`config.mk`:
```
export PLATFORM = sky130hd
export DESIGN_NAME = ps2_scancode_rx_flat
export DESIGN_NICKNAME = d
export VERILOG_FILES = /design/src/rtl/ps2_scancode_rx_if.sv /design/src/rtl/ps2_scancode_rx.sv /design/src/flat_wrapper.sv
export SDC_FILE = /design/constraint.sdc
export NUM_CORES = 1
export LEC_CHECK = 0
export CAP_MARGIN = 10
export CORE_MARGIN = 2
export CORE_UTILIZATION = 35
export DETAILED_ROUTE_END_ITERATION = 8
export PLACE_DENSITY = 0.62
export SYNTH_ARGS = -nofsm -noshare
export SYNTH_HDL_FRONTEND = slang
export SYNTH_SLANG_ARGS = --single-unit
```
`constraint.sdc`:
```
create_clock -name clk -period 3.15 [get_ports clk]
set_clock_uncertainty 0.1 [all_clocks]
set_input_delay 0.315 -clock clk [delete_from_list [all_inputs] [get_ports clk]]
set_output_delay 0.315 -clock clk [all_outputs]
set_load 0.005 [all_outputs]
```
`src/rtl/ps2_scancode_rx_if.sv`:
```
// rtl/ps2_scancode_rx_if.sv - scan-code output bus of the PS/2 receiver
interface ps2_scancode_rx_if;
  logic [7:0] data_reg;
  logic       rx_valid;
  logic       break_o;
  logic       ext_o;
  logic       frame_err;

  modport master (
    output data_reg,
    output rx_valid,
    output break_o,
    output ext_o,
    output frame_err
  );

  modport slave (
    input data_reg,
    input rx_valid,
    input break_o,
    input ext_o,
    input frame_err
  );
endinterface

```
`src/rtl/ps2_scancode_rx.sv`:
```
// rtl/ps2_scancode_rx.sv - PS/2 keyboard frame receiver with E0/F0 prefix decoding
module ps2_scancode_rx #(
  parameter int SYNC_STAGES = 2,
  parameter int FILTER_LEN  = 8,
  parameter int TIMEOUT_CYC = 10000
) (
  input  logic              clk,
  input  logic              rst_n,
  input  logic              ps2_clk,
  input  logic              ps2_data,
  ps2_scancode_rx_if.master bus
);

  localparam int FLT_W = (FILTER_LEN > 1) ? $clog2(FILTER_LEN) : 1;
  localparam int TMO_W = (TIMEOUT_CYC > 1) ? $clog2(TIMEOUT_CYC) : 1;
  localparam logic [FLT_W-1:0] FLT_MAX = FLT_W'(FILTER_LEN - 1);
  localparam logic [TMO_W-1:0] TMO_MAX = TMO_W'(TIMEOUT_CYC - 1);

  typedef enum logic [1:0] {
    IDLE  = 2'd0,
    RECV  = 2'd1,
    CHECK = 2'd2
  } state_t;

  logic [SYNC_STAGES-1:0] clk_sync;
  logic [SYNC_STAGES-1:0] dat_sync;
  logic                   clk_s;
  logic                   dat_s;

  logic                   filt;
  logic                   filt_d;
  logic [FLT_W-1:0]       flt_cnt;
  logic                   fall;

  state_t                 state;
  logic [3:0]             bit_cnt;
  logic [TMO_W-1:0]       tmo;
  logic [9:0]             shreg;
  logic                   brk_pend;
  logic                   ext_pend;
  logic                   frame_good;

  logic [7:0]             data_q;
  logic                   rx_valid_q;
  logic                   break_q;
  logic                   ext_q;
  logic                   frame_err_q;

  assign clk_s = clk_sync[SYNC_STAGES-1];
  assign dat_s = dat_sync[SYNC_STAGES-1];

  // Idle PS/2 lines are high, so the synchronisers reset to 1 to avoid a fake start edge.
  always_ff @(posedge clk or negedge rst_n) begin
    if (!rst_n) begin
      clk_sync <= '1;
      dat_sync <= '1;
    end else begin
      clk_sync <= {clk_sync[SYNC_STAGES-2:0], ps2_clk};
      dat_sync <= {dat_sync[SYNC_STAGES-2:0], ps2_data};
    end
  end

  // Debounce ps2_clk: the filtered level only follows after FILTER_LEN disagreeing samples in a row.
  always_ff @(posedge clk or negedge rst_n) begin
    if (!rst_n) begin
      filt    <= 1'b1;
      filt_d  <= 1'b1;
      flt_cnt <= '0;
    end else begin
      filt_d <= filt;
      if (clk_s != filt) begin
        if (flt_cnt == FLT_MAX) begin
          filt    <= clk_s;
          flt_cnt <= '0;
        end else begin
          flt_cnt <= flt_cnt + 1'b1;
        end
      end else begin
        flt_cnt <= '0;
      end
    end
  end

  assign fall = filt_d & ~filt;

  // Byte in shreg[7:0], parity in shreg[8], stop in shreg[9]; odd parity over byte+parity.
  assign frame_good = (^shreg[8:0]) & shreg[9];

  // Frame FSM: collects 10 bits after the start bit, validates, then folds prefixes into pend flags.
  always_ff @(posedge clk or negedge rst_n) begin
    if (!rst_n) begin
      state       <= IDLE;
      bit_cnt     <= '0;
      tmo         <= '0;
      shreg       <= '0;
      brk_pend    <= 1'b0;
      ext_pend    <= 1'b0;
      data_q      <= '0;
      rx_valid_q  <= 1'b0;
      break_q     <= 1'b0;
      ext_q       <= 1'b0;
      frame_err_q <= 1'b0;
    end else begin
      rx_valid_q  <= 1'b0;
      frame_err_q <= 1'b0;
      case (state)
        IDLE: begin
          if (fall && !dat_s) begin
            state   <= RECV;
            bit_cnt <= '0;
            tmo     <= '0;
          end
        end
        RECV: begin
          if (fall) begin
            shreg   <= {dat_s, shreg[9:1]};
            tmo     <= '0;
            bit_cnt <= bit_cnt + 4'd1;
            if (bit_cnt == 4'd9) begin
              state <= CHECK;
            end
          end else if (tmo == TMO_MAX) begin
            state       <= IDLE;
            frame_err_q <= 1'b1;
          end else begin
            tmo <= tmo + 1'b1;
          end
        end
        CHECK: begin
          state <= IDLE;
          if (!frame_good) begin
            frame_err_q <= 1'b1;
            brk_pend    <= 1'b0;
            ext_pend    <= 1'b0;
          end else if (shreg[7:0] == 8'hF0) begin
            brk_pend <= 1'b1;
          end else if (shreg[7:0] == 8'hE0) begin
            ext_pend <= 1'b1;
          end else begin
            data_q     <= shreg[7:0];
            break_q    <= brk_pend;
            ext_q      <= ext_pend;
            rx_valid_q <= 1'b1;
            brk_pend   <= 1'b0;
            ext_pend   <= 1'b0;
          end
        end
        default: state <= IDLE;
      endcase
    end
  end

  assign bus.data_reg  = data_q;
  assign bus.rx_valid  = rx_valid_q;
  assign bus.break_o   = break_q;
  assign bus.ext_o     = ext_q;
  assign bus.frame_err = frame_err_q;

endmodule
```
`src/flat_wrapper.sv`:
```
// flat-port wrapper written by rule: the top's interface ports become plain ports
module ps2_scancode_rx_flat 
#(
  parameter int SYNC_STAGES = 2,
  parameter int FILTER_LEN  = 8,
  parameter int TIMEOUT_CYC = 10000
)
  (clk, rst_n, ps2_clk, ps2_data, bus_data_reg, bus_rx_valid, bus_break_o, bus_ext_o, bus_frame_err);
  ps2_scancode_rx_if bus_i ();
  input  logic clk;
  input  logic rst_n;
  input  logic ps2_clk;
  input  logic ps2_data;
  output wire logic [$bits(bus_i.data_reg)-1:0] bus_data_reg;
  output wire logic [$bits(bus_i.rx_valid)-1:0] bus_rx_valid;
  output wire logic [$bits(bus_i.break_o)-1:0] bus_break_o;
  output wire logic [$bits(bus_i.ext_o)-1:0] bus_ext_o;
  output wire logic [$bits(bus_i.frame_err)-1:0] bus_frame_err;
  assign bus_data_reg = bus_i.data_reg;
  assign bus_rx_valid = bus_i.rx_valid;
  assign bus_break_o = bus_i.break_o;
  assign bus_ext_o = bus_i.ext_o;
  assign bus_frame_err = bus_i.frame_err;
  ps2_scancode_rx #(.SYNC_STAGES(SYNC_STAGES), .FILTER_LEN(FILTER_LEN), .TIMEOUT_CYC(TIMEOUT_CYC)) u_core (.clk(clk), .rst_n(rst_n), .ps2_clk(ps2_clk), .ps2_data(ps2_data), .bus(bus_i));
endmodule
```
## Word-level counts from Yosys, hierarchy flattened

Cells that the tools add are included.

| word-level totals | value |
|---|---|
| register bits after elaboration | 53 |
| latch bits | 0 |
| memory bits (writable) | 0 |
| ROM bits | 0 |
| input port bits | 4 |
| logic and storage cells | 80 |
| memories kept | 0 |

| operators by class | value |
|---|---|
| $add $sub $neg | 3 |
| $mul | 0 |
| divide/modulo/power cells | 0 |
| $lt $le $gt $ge | 0 |
| equal/unequal tests | 15 |
| shifts and indexed selects | 0 |
| mux-type cells | 28 |
| bitwise operators | 5 |
| reduce and logical (&&, ||, !) cells | 13 |

Operator list:

| operator | number |
|---|---|
| 14-bit 2-to-1 mux | 3 |
| 14-bit one-hot mux with 2 select lines | 1 |
| 8-bit equality test, second input constant | 2 |
| 14-bit by 1-bit adder with 14-bit output, second input constant | 1 |
| 14-bit equality test, second input constant | 1 |
| 1-bit 2-to-1 mux | 13 |
| 3-bit AND reduction | 3 |
| 9-bit XOR reduction | 1 |
| 2-bit 2-to-1 mux | 4 |
| 4-bit 2-to-1 mux | 2 |
| 4-bit one-hot mux with 2 select lines | 1 |
| 2-bit AND reduction | 4 |
| 3-bit 2-to-1 mux | 2 |
| 3-bit != test, second input constant | 2 |
| 4-bit by 1-bit adder with 4-bit output, second input constant | 1 |
| 4-bit equality test, second input constant | 1 |
| 2-bit by 1-bit != test with 1-bit output, second input constant | 2 |
| 2-bit one-hot mux with 2 select lines | 1 |
| 4-bit AND reduction | 1 |
| 3-bit by 1-bit adder with 3-bit output, second input constant | 1 |
| 3-bit equality test, second input constant | 1 |
| 3-bit by 1-bit != test with 1-bit output, second input constant | 1 |
| 3-bit by 2-bit != test with 1-bit output, second input constant | 1 |
| 1-bit inverter | 3 |
| other kinds (10) | 11 |

## Logic depth before layout (Yosys ltp)

Gate-level depths: netlist (run 1).

| logic depth | value |
|---|---|
| depth in word-level cells | 5 |
| mapped depth | 8 |

## Worst setup path before layout (run 1)

Ideal clock, no wire load.

| timing | value |
|---|---|
| path kind | register -> register |
| start | register u_core.shreg[4] |
| end | register u_core.break_q (netlist: u_core.bus.break_o) |
| setup time | 0.125 ns |
| arrival | 1.969 ns |
| required time | 2.925 ns |
| path slack | 0.956 ns |
| cell stages (with the launch flop) | 8 |
| cell sequence | dfrtp_1 -> inv_1 -> ha_1 -> xnor3_1 -> xnor2_2 -> and4_4 -> buf_12 -> mux2_4 |

| between the ends | value |
|---|---|
| cells in the longest elaborated chain, start to end | 3 |
| elaborated cells on any way between the ends | 7 |
| those cells by class | eq/ne: 2; bitwise: 3; reduce/logical: 2 |

RTL lines:

| element | RTL line | text |
|---|---|---|
| from (decl) | ps2_scancode_rx.sv:38 | `logic [9:0] shreg;` |
| from (signal assigned) | ps2_scancode_rx.sv:116 | `shreg <= {dat_s, shreg[9:1]};` |
| 9-bit XOR reduction (tied with other cells) | ps2_scancode_rx.sv:87 | `assign frame_good = (^shreg[8:0]) & shreg[9];` |
| 1-bit bitwise AND or 1-bit inverter (tied branches) | n/a |  |
| 4-bit AND reduction (no source line) (*) | n/a |  |
| to (signal assigned) | ps2_scancode_rx.sv:141 | `break_q <= brk_pend;` |
| to (decl) | ps2_scancode_rx.sv:45 | `logic break_q;` |

Mark *: on every way between the ends. The rest lies on a longest branch, timed or not.
A chain may end at the register's enable or synchronous reset.

## Worst setup path after layout (run 1)

| timing | value |
|---|---|
| start | register u_core.shreg[4] |
| end | register u_core.data_q[3] (netlist: u_core.bus.data_reg[3]) |

| between the ends | value |
|---|---|
| cells in the longest elaborated chain, start to end | 3 |
| elaborated cells on any way between the ends | 7 |
| those cells by class | eq/ne: 2; bitwise: 3; reduce/logical: 2 |

RTL lines:

| element | RTL line | text |
|---|---|---|
| 9-bit XOR reduction (tied with other cells) | ps2_scancode_rx.sv:87 |  |
| 1-bit bitwise AND or 1-bit inverter (tied branches) | n/a |  |
| 4-bit AND reduction (no source line) (*) | n/a |  |
| to (signal assigned) | ps2_scancode_rx.sv:140 | `data_q <= shreg[7:0];` |
| to (decl) | ps2_scancode_rx.sv:43 | `logic [7:0] data_q;` |

Marked as above.

==> impl_metrics.yaml, run 1 <==
clock_network:
  htreeDepth: 2
  cts_resized: 0
  cts_tree: "built"
  cts_buffer_depth: 2
  clock-sinks: 53
  postCtsSetupBuffers: 0
  root_buffer: "clkbuf_8"
  clkLatencyLatePin_ns: 0.31
  cts.hold.buffers_added: 0
  clkTransAtPathRegs_ns: 0.10
  cts_buffers: 5
setup_path:
  crit_buf_inv: 1
  worstPathMaxFanout: 11
  critPathMaxStageDelay_ns: 0.40
  cp_slowest_cell: "and4_4"
  critPathLaunchType: "register"
  critPathCaptureType: "register"
  crit_type: "reg -> reg"
  crit_chain: "inv_1, ha_1, xnor3_1, xnor2_2, and4_4, mux2_2"
  crit_arrival_ns: 2.44
  crit_family: "XOR/XNOR gates"
  crit_required_ns: 3.26
floorplan:
  io_pins: 16
  start_util_pct: 36.51
  die_y_microns: 91.22
  fp.dieArea_sq_um: 8321
  rows: 31
  core_area_sq_um: 7292
  die_w_microns: 91.22
synth:
  syn-num-nets: 246
  synth_top_area_share_pct: 44.17
  synth.largest_area_cell: "dfrtp_1"
  synth-main-ff-cell: "dfrtp_1"
  synth_area_per_cell_sq_um: 11.63
  synthTopCellsByArea: "dfrtp_1, ha_1, dfstp_2"
  synthCells: 229
  synth.distinct_cells: 52
  synthArstFlopShare_pct: 100.0
  syn_area_sq_um: 2663
  synth.yosys.seq_area_share_pct: 50.09
  synth_edf_count: 0
  yosys_warnings: 0
  synth.ff_latch_count: 53
run:
  maxCapViolations: 0
finish:
  num-fill-cells: 735
  final_common_cell: "dfrtp_1"
  ff_latch_area_sq_um: 1334
  largest_register_ffs: 14
  syn2layout_area_growth_pct: 12.41
  nNetsFinal: 264
  final_cell_mix: "dfrtp_1, inv_1, clkdlybuf4s50_1"
  multi_input_area_sq_um: 1206
  finalNonFillerCells: 347
  final_core_util_pct: 41.04
  num_antenna_cells: 0
  drive_above_1_share_pct: 16.53
placement:
  io_buffers: 15
  placedCellCount: 339
  hpwlAfterDp_microns: 3249
  place.gp.congestion: 0.7822
global_route:
  grt-ovfl-total: 0
  grt_pass1_wl_microns: 8183
  antenna_found_initial: 0
  grt_use_total_pct: 12.06
  grt_pass1_vias: 1735
  grt_max_degree: 41
sta:
  worst_hold_slack_ns: 0.01371
  fin_crit_ns: 2.329
  setup_violations: 0
  finalHoldViolCount: 0
  rsz0062_at_grt: "false"
  post-route-period-util_pct: 73.95
  max_slew_margin_pct: 41.51
  tightestPinTransition_ns: 0.8773
  fmax_mhz: 429.3
  final.setup.tns_ns: 0
  finalMaxSlewViolations: 0
detailed_routing:
  vias_per_cell: 5.210
  wl_per_cell_microns: 13.33
  dr.pass1.iters: 4
  antenna_left: 0
  dr_total_vias: 1808
  drcViolationCount: 0
  drt_wl_total_microns: 4627
  drtIter0Drc: 82
pwr:
  power-per-cell-area_nw_per_um2: 598.2
  ir_worst_vdd_mv: 0.2955
  p_leak_nw: 1.310
hold_path:
  hold_class: "in -> async"
run_status:
  status: "complete, no violations"
## cell families (layout without fill, tap and decap cells)
group / count (synthesis) / count (layout) / synth area share, %
and+or+nand+nor: 67 / 67 / 14.94
DFF: 53 / 53 / 50.09
AOI/OAI and AO/OA: 48 / 48 / 12.50
buffers and inverters: 24 / 43 / 4.605
muxes: 20 / 20 / 9.634
adders and majority gates: 13 / 13 / 6.109
xor gates and xnor gates: 4 / 4 / 2.115
## synthesized netlist by cell type, drive strengths merged, types with 6 or more instances
cell type and number:
dfrtp 47, buf 7, inv 16, nand3 7, nand2 9, o21ai 11
mux2 18, a31oi 6, nand4 10, dfstp 6, ha 13
## path summary, 6_finish.rpt
kind                                         start                      to  slack [ns]  depth (start not counted)
worst max-delay path               u_core.shreg[4]  u_core.bus.data_reg[3]        0.82                          6
worst min-delay path                         rst_n           u_core.tmo[1]        0.01                          1
worst max register to register     u_core.shreg[4]  u_core.bus.data_reg[3]        0.82                          6
worst min register to register  u_core.clk_sync[0]      u_core.clk_sync[1]        0.26                          0
max in group asynchronous                    rst_n    u_core.bus.frame_err        2.22                          2
min in group clk                u_core.clk_sync[0]      u_core.clk_sync[1]        0.26                          0
## stage by stage
| stage | power (W) | setup WS [ns] | instance area [sq um] |
|---|---|---|---|
| after CTS | 0.001820 | 0.8125 | 2993 |
| after global placement | 0.001392 | 0.8512 | 2899 |
| after global routing | 0.001921 | 0.6605 | 2993 |
| final | 0.001790 | 0.8206 | 2993 |
| after detailed placement | 0.001409 | 0.8093 | 2899 |
| after floorplan | 0.001278 | 0.9563 | 2663 |
## report_power, final
| part | internal, W | leakage, nW | switching [W] | total [W] |
|---|---|---|---|---|
| Clock | 0.000162 | 0.0452 | 0.000237 | 0.000399 |
| Combinational | 0.000221 | 0.559 | 0.000298 | 0.000519 |
| Sequential | 0.000779 | 0.706 | 0.0000937 | 0.000872 |
## final cells by class
type	count	share of cell area (%)
flip-flops and latches	53	44.57
multi-input cells	152	40.30
repair buffers	19	5.853
well taps	99	4.139
clock buffers	5	2.299
inverters	16	2.007
clock inverters	3	0.8361
## per-layer routing
layer | global-route usage, % | vias up | part of all wire (%)
met2 | 19.51 | 25 | 47
li1 | - | 880 | -
met5 | 0 | - | 0
met1 | 16.10 | 897 | 49
met4 | 3.788 | 0 | 1.5
met3 | 2.739 | 6 | 2.9
Power figures use the tool's default switching activity.
==> inputs of run 2 (changes only) <==
Clock period 3.15 ns to 2.2 ns, I/O delays scaled along.
==> impl_metrics.yaml, run 2 (synthesis results as in run 1) <==
detailed_routing:
  vias_per_cell: 5.127
  antenna_left: 0
  dr.pass1.iters: 4
  drt_wl_total_microns: 4977
  drtIter0Drc: 64
  dr_total_vias: 1861
  wl_per_cell_microns: 13.71
  drcViolationCount: 0
setup_path:
  reg2reg_to: "u_core.bus.data_reg[6]"
  crit_required_ns: 2.30
  crit_type: "reg -> reg"
  critPathCaptureType: "register"
  critPathLaunchType: "register"
  ff2ff_setup_slack_ns: 0.04
  worstPathMaxFanout: 6
  r2r-start: "u_core.shreg[5]"
  crit_arrival_ns: 2.25
  rr_worst_depth: 5
floorplan:
  rows: 31
  io_pins: 16
  core_area_sq_um: 7292
  die_y_microns: 91.22
  fp.dieArea_sq_um: 8321
  start_util_pct: 36.51
  die_w_microns: 91.22
finish:
  final_common_cell: "dfrtp_1"
  largest_register_ffs: 14
  nNetsFinal: 280
  syn2layout_area_growth_pct: 17.81
  fin_area_sq_um: 3137
  drive_above_1_share_pct: 21.21
  final_cell_mix: "dfrtp_1, buf_4, inv_1"
  final_core_util_pct: 43.02
  num_antenna_cells: 0
clock_network:
  clkLatencyLatePin_ns: 0.31
  cts_buffer_depth: 2
  htreeDepth: 2
  cts_buffers: 5
  cts_tree: "built"
  root_buffer: "clkbuf_8"
  clkTransAtPathRegs_ns: 0.11
  clock-sinks: 53
sta:
  finalHoldViolCount: 0
  max_slew_margin_pct: 60.92
  fin_crit_ns: 2.159
  setup_violations: 0
  rsz0062_at_grt: "true"
  post-route-period-util_pct: 98.12
  finalMaxSlewViolations: 0
  fmax_mhz: 463.3
  tightestPinTransition_ns: 0.5862
global_route:
  grt_pass1_wl_microns: 8763
  grt_max_degree: 30
  antenna_found_initial: 0
  grt_pass1_vias: 1884
  grt_use_total_pct: 12.93
  grt-ovfl-total: 0
pwr:
  ir_worst_vdd_mv: 0.3886
  p_leak_nw: 1.394
  power-per-cell-area_nw_per_um2: 849.1
hold_path:
  hp-start: "ps2_clk"
  hold_path_depth: 1
  min_to: "u_core.clk_sync[0]"
  hold_class: "in -> reg"
placement:
  place.gp.congestion: 0.8180
  post_dp_cell_area_sq_um: 3002
  io_buffers: 15
  hpwlAfterDp_microns: 3532
run_status:
  status: "complete, no violations"
run:
  maxCapViolations: 0
[run 2: cell count changes in the layout (fill, tap and decap cells not counted)]
cell           change
inv_8              +1
mux2_4             +1
clkinvlp_4         +1
buf_12             +1
inv_6              -2
dlygate4sd3_1      +1
and4_4             +1
mux2_2             -1
buf_4             +13
[run 2: repair_timing]
item                                    4_1_cts  5_1_grt
setup buffers                                 0        2
gates cloned                                  0        1
endpoints found under the hold margin        18        0
hold buffers                                  1        0
pin swaps                                     1        1
endpoints found under the setup margin        1       10
gates resized for setup                       1        1
[run 2: how the worst max path moves through the flow]
| stage | from | to | slack, ns | cells after the start |
|---|---|---|---|---|
| floorplan | u_core.shreg[4] | u_core.bus.break_o | 0.006 | 7 |
| global placement | u_core.shreg[6] | u_core.bus.data_reg[3] | 0.03 | 5 |
| detailed placement | u_core.shreg[6] | u_core.bus.data_reg[3] | -0.006 | 5 |
| CTS | u_core.shreg[6] | u_core.bus.data_reg[6] | 0.02 | 5 |
| global route | u_core.shreg[7] | u_core.bus.ext_o | -0.05 | 5 |
| finish | u_core.shreg[5] | u_core.bus.data_reg[6] | 0.04 | 5 |
[run 2: layer usage]
metal  global-route usage, %  share of wire (%)
met3                   2.988                2.2
met5                       0                  0
met2                   20.93                 46
met1                   17.35                 51
met4                   3.788               0.98
[run 2: through the flow]
step                hold WS, ns    TNS, ns  cells  power (W)  worst slack [ns]
floorplan               -0.1756          0    229   0.001830          0.006323
global placement         0.1643          0    351   0.002046           0.02579
detailed placement       0.1618  -0.005624    351   0.002066         -0.005624
CTS                      0.1950          0    360   0.002658           0.02410
global route             0.2029    -0.2956    363   0.002861          -0.05187
finish                   0.2117          0    363   0.002663           0.04139
[run 2: worst max-delay path, cell delays in order, from the launching register on]
cell and delay, ns:
dfrtp_1 0.40, ha_1 0.31, xnor3_1 0.37, xnor2_2 0.21, and4_4 0.34, mux2_4 0.31
[run 2: area by class of cell]
class,count,area (sq um)
Clock buffer,5,68.82
Timing Repair Buffer,34,302.8
Clock inverter,3,26.28
Fill cell,714,4155
Sequential cell,53,1334
Inverter,16,60.06
Tap cell,99,123.9
Multi-Input combinational cell,153,1221
[run 2: report_power, final]
| group | internal (W) | switching, W |
|---|---|---|
| clock network | 0.000232 | 0.000353 |
| logic | 0.000376 | 0.000455 |
| registers | 0.00111 | 0.000132 |
| total | 0.00172 | 0.000940 |
==> inputs of run 3 (changes only) <==
Settings changed: SLEW_MARGIN set to 40.
==> results of run 3 <==
The final DEF is identical to that of run 2; final timing and power are the same.
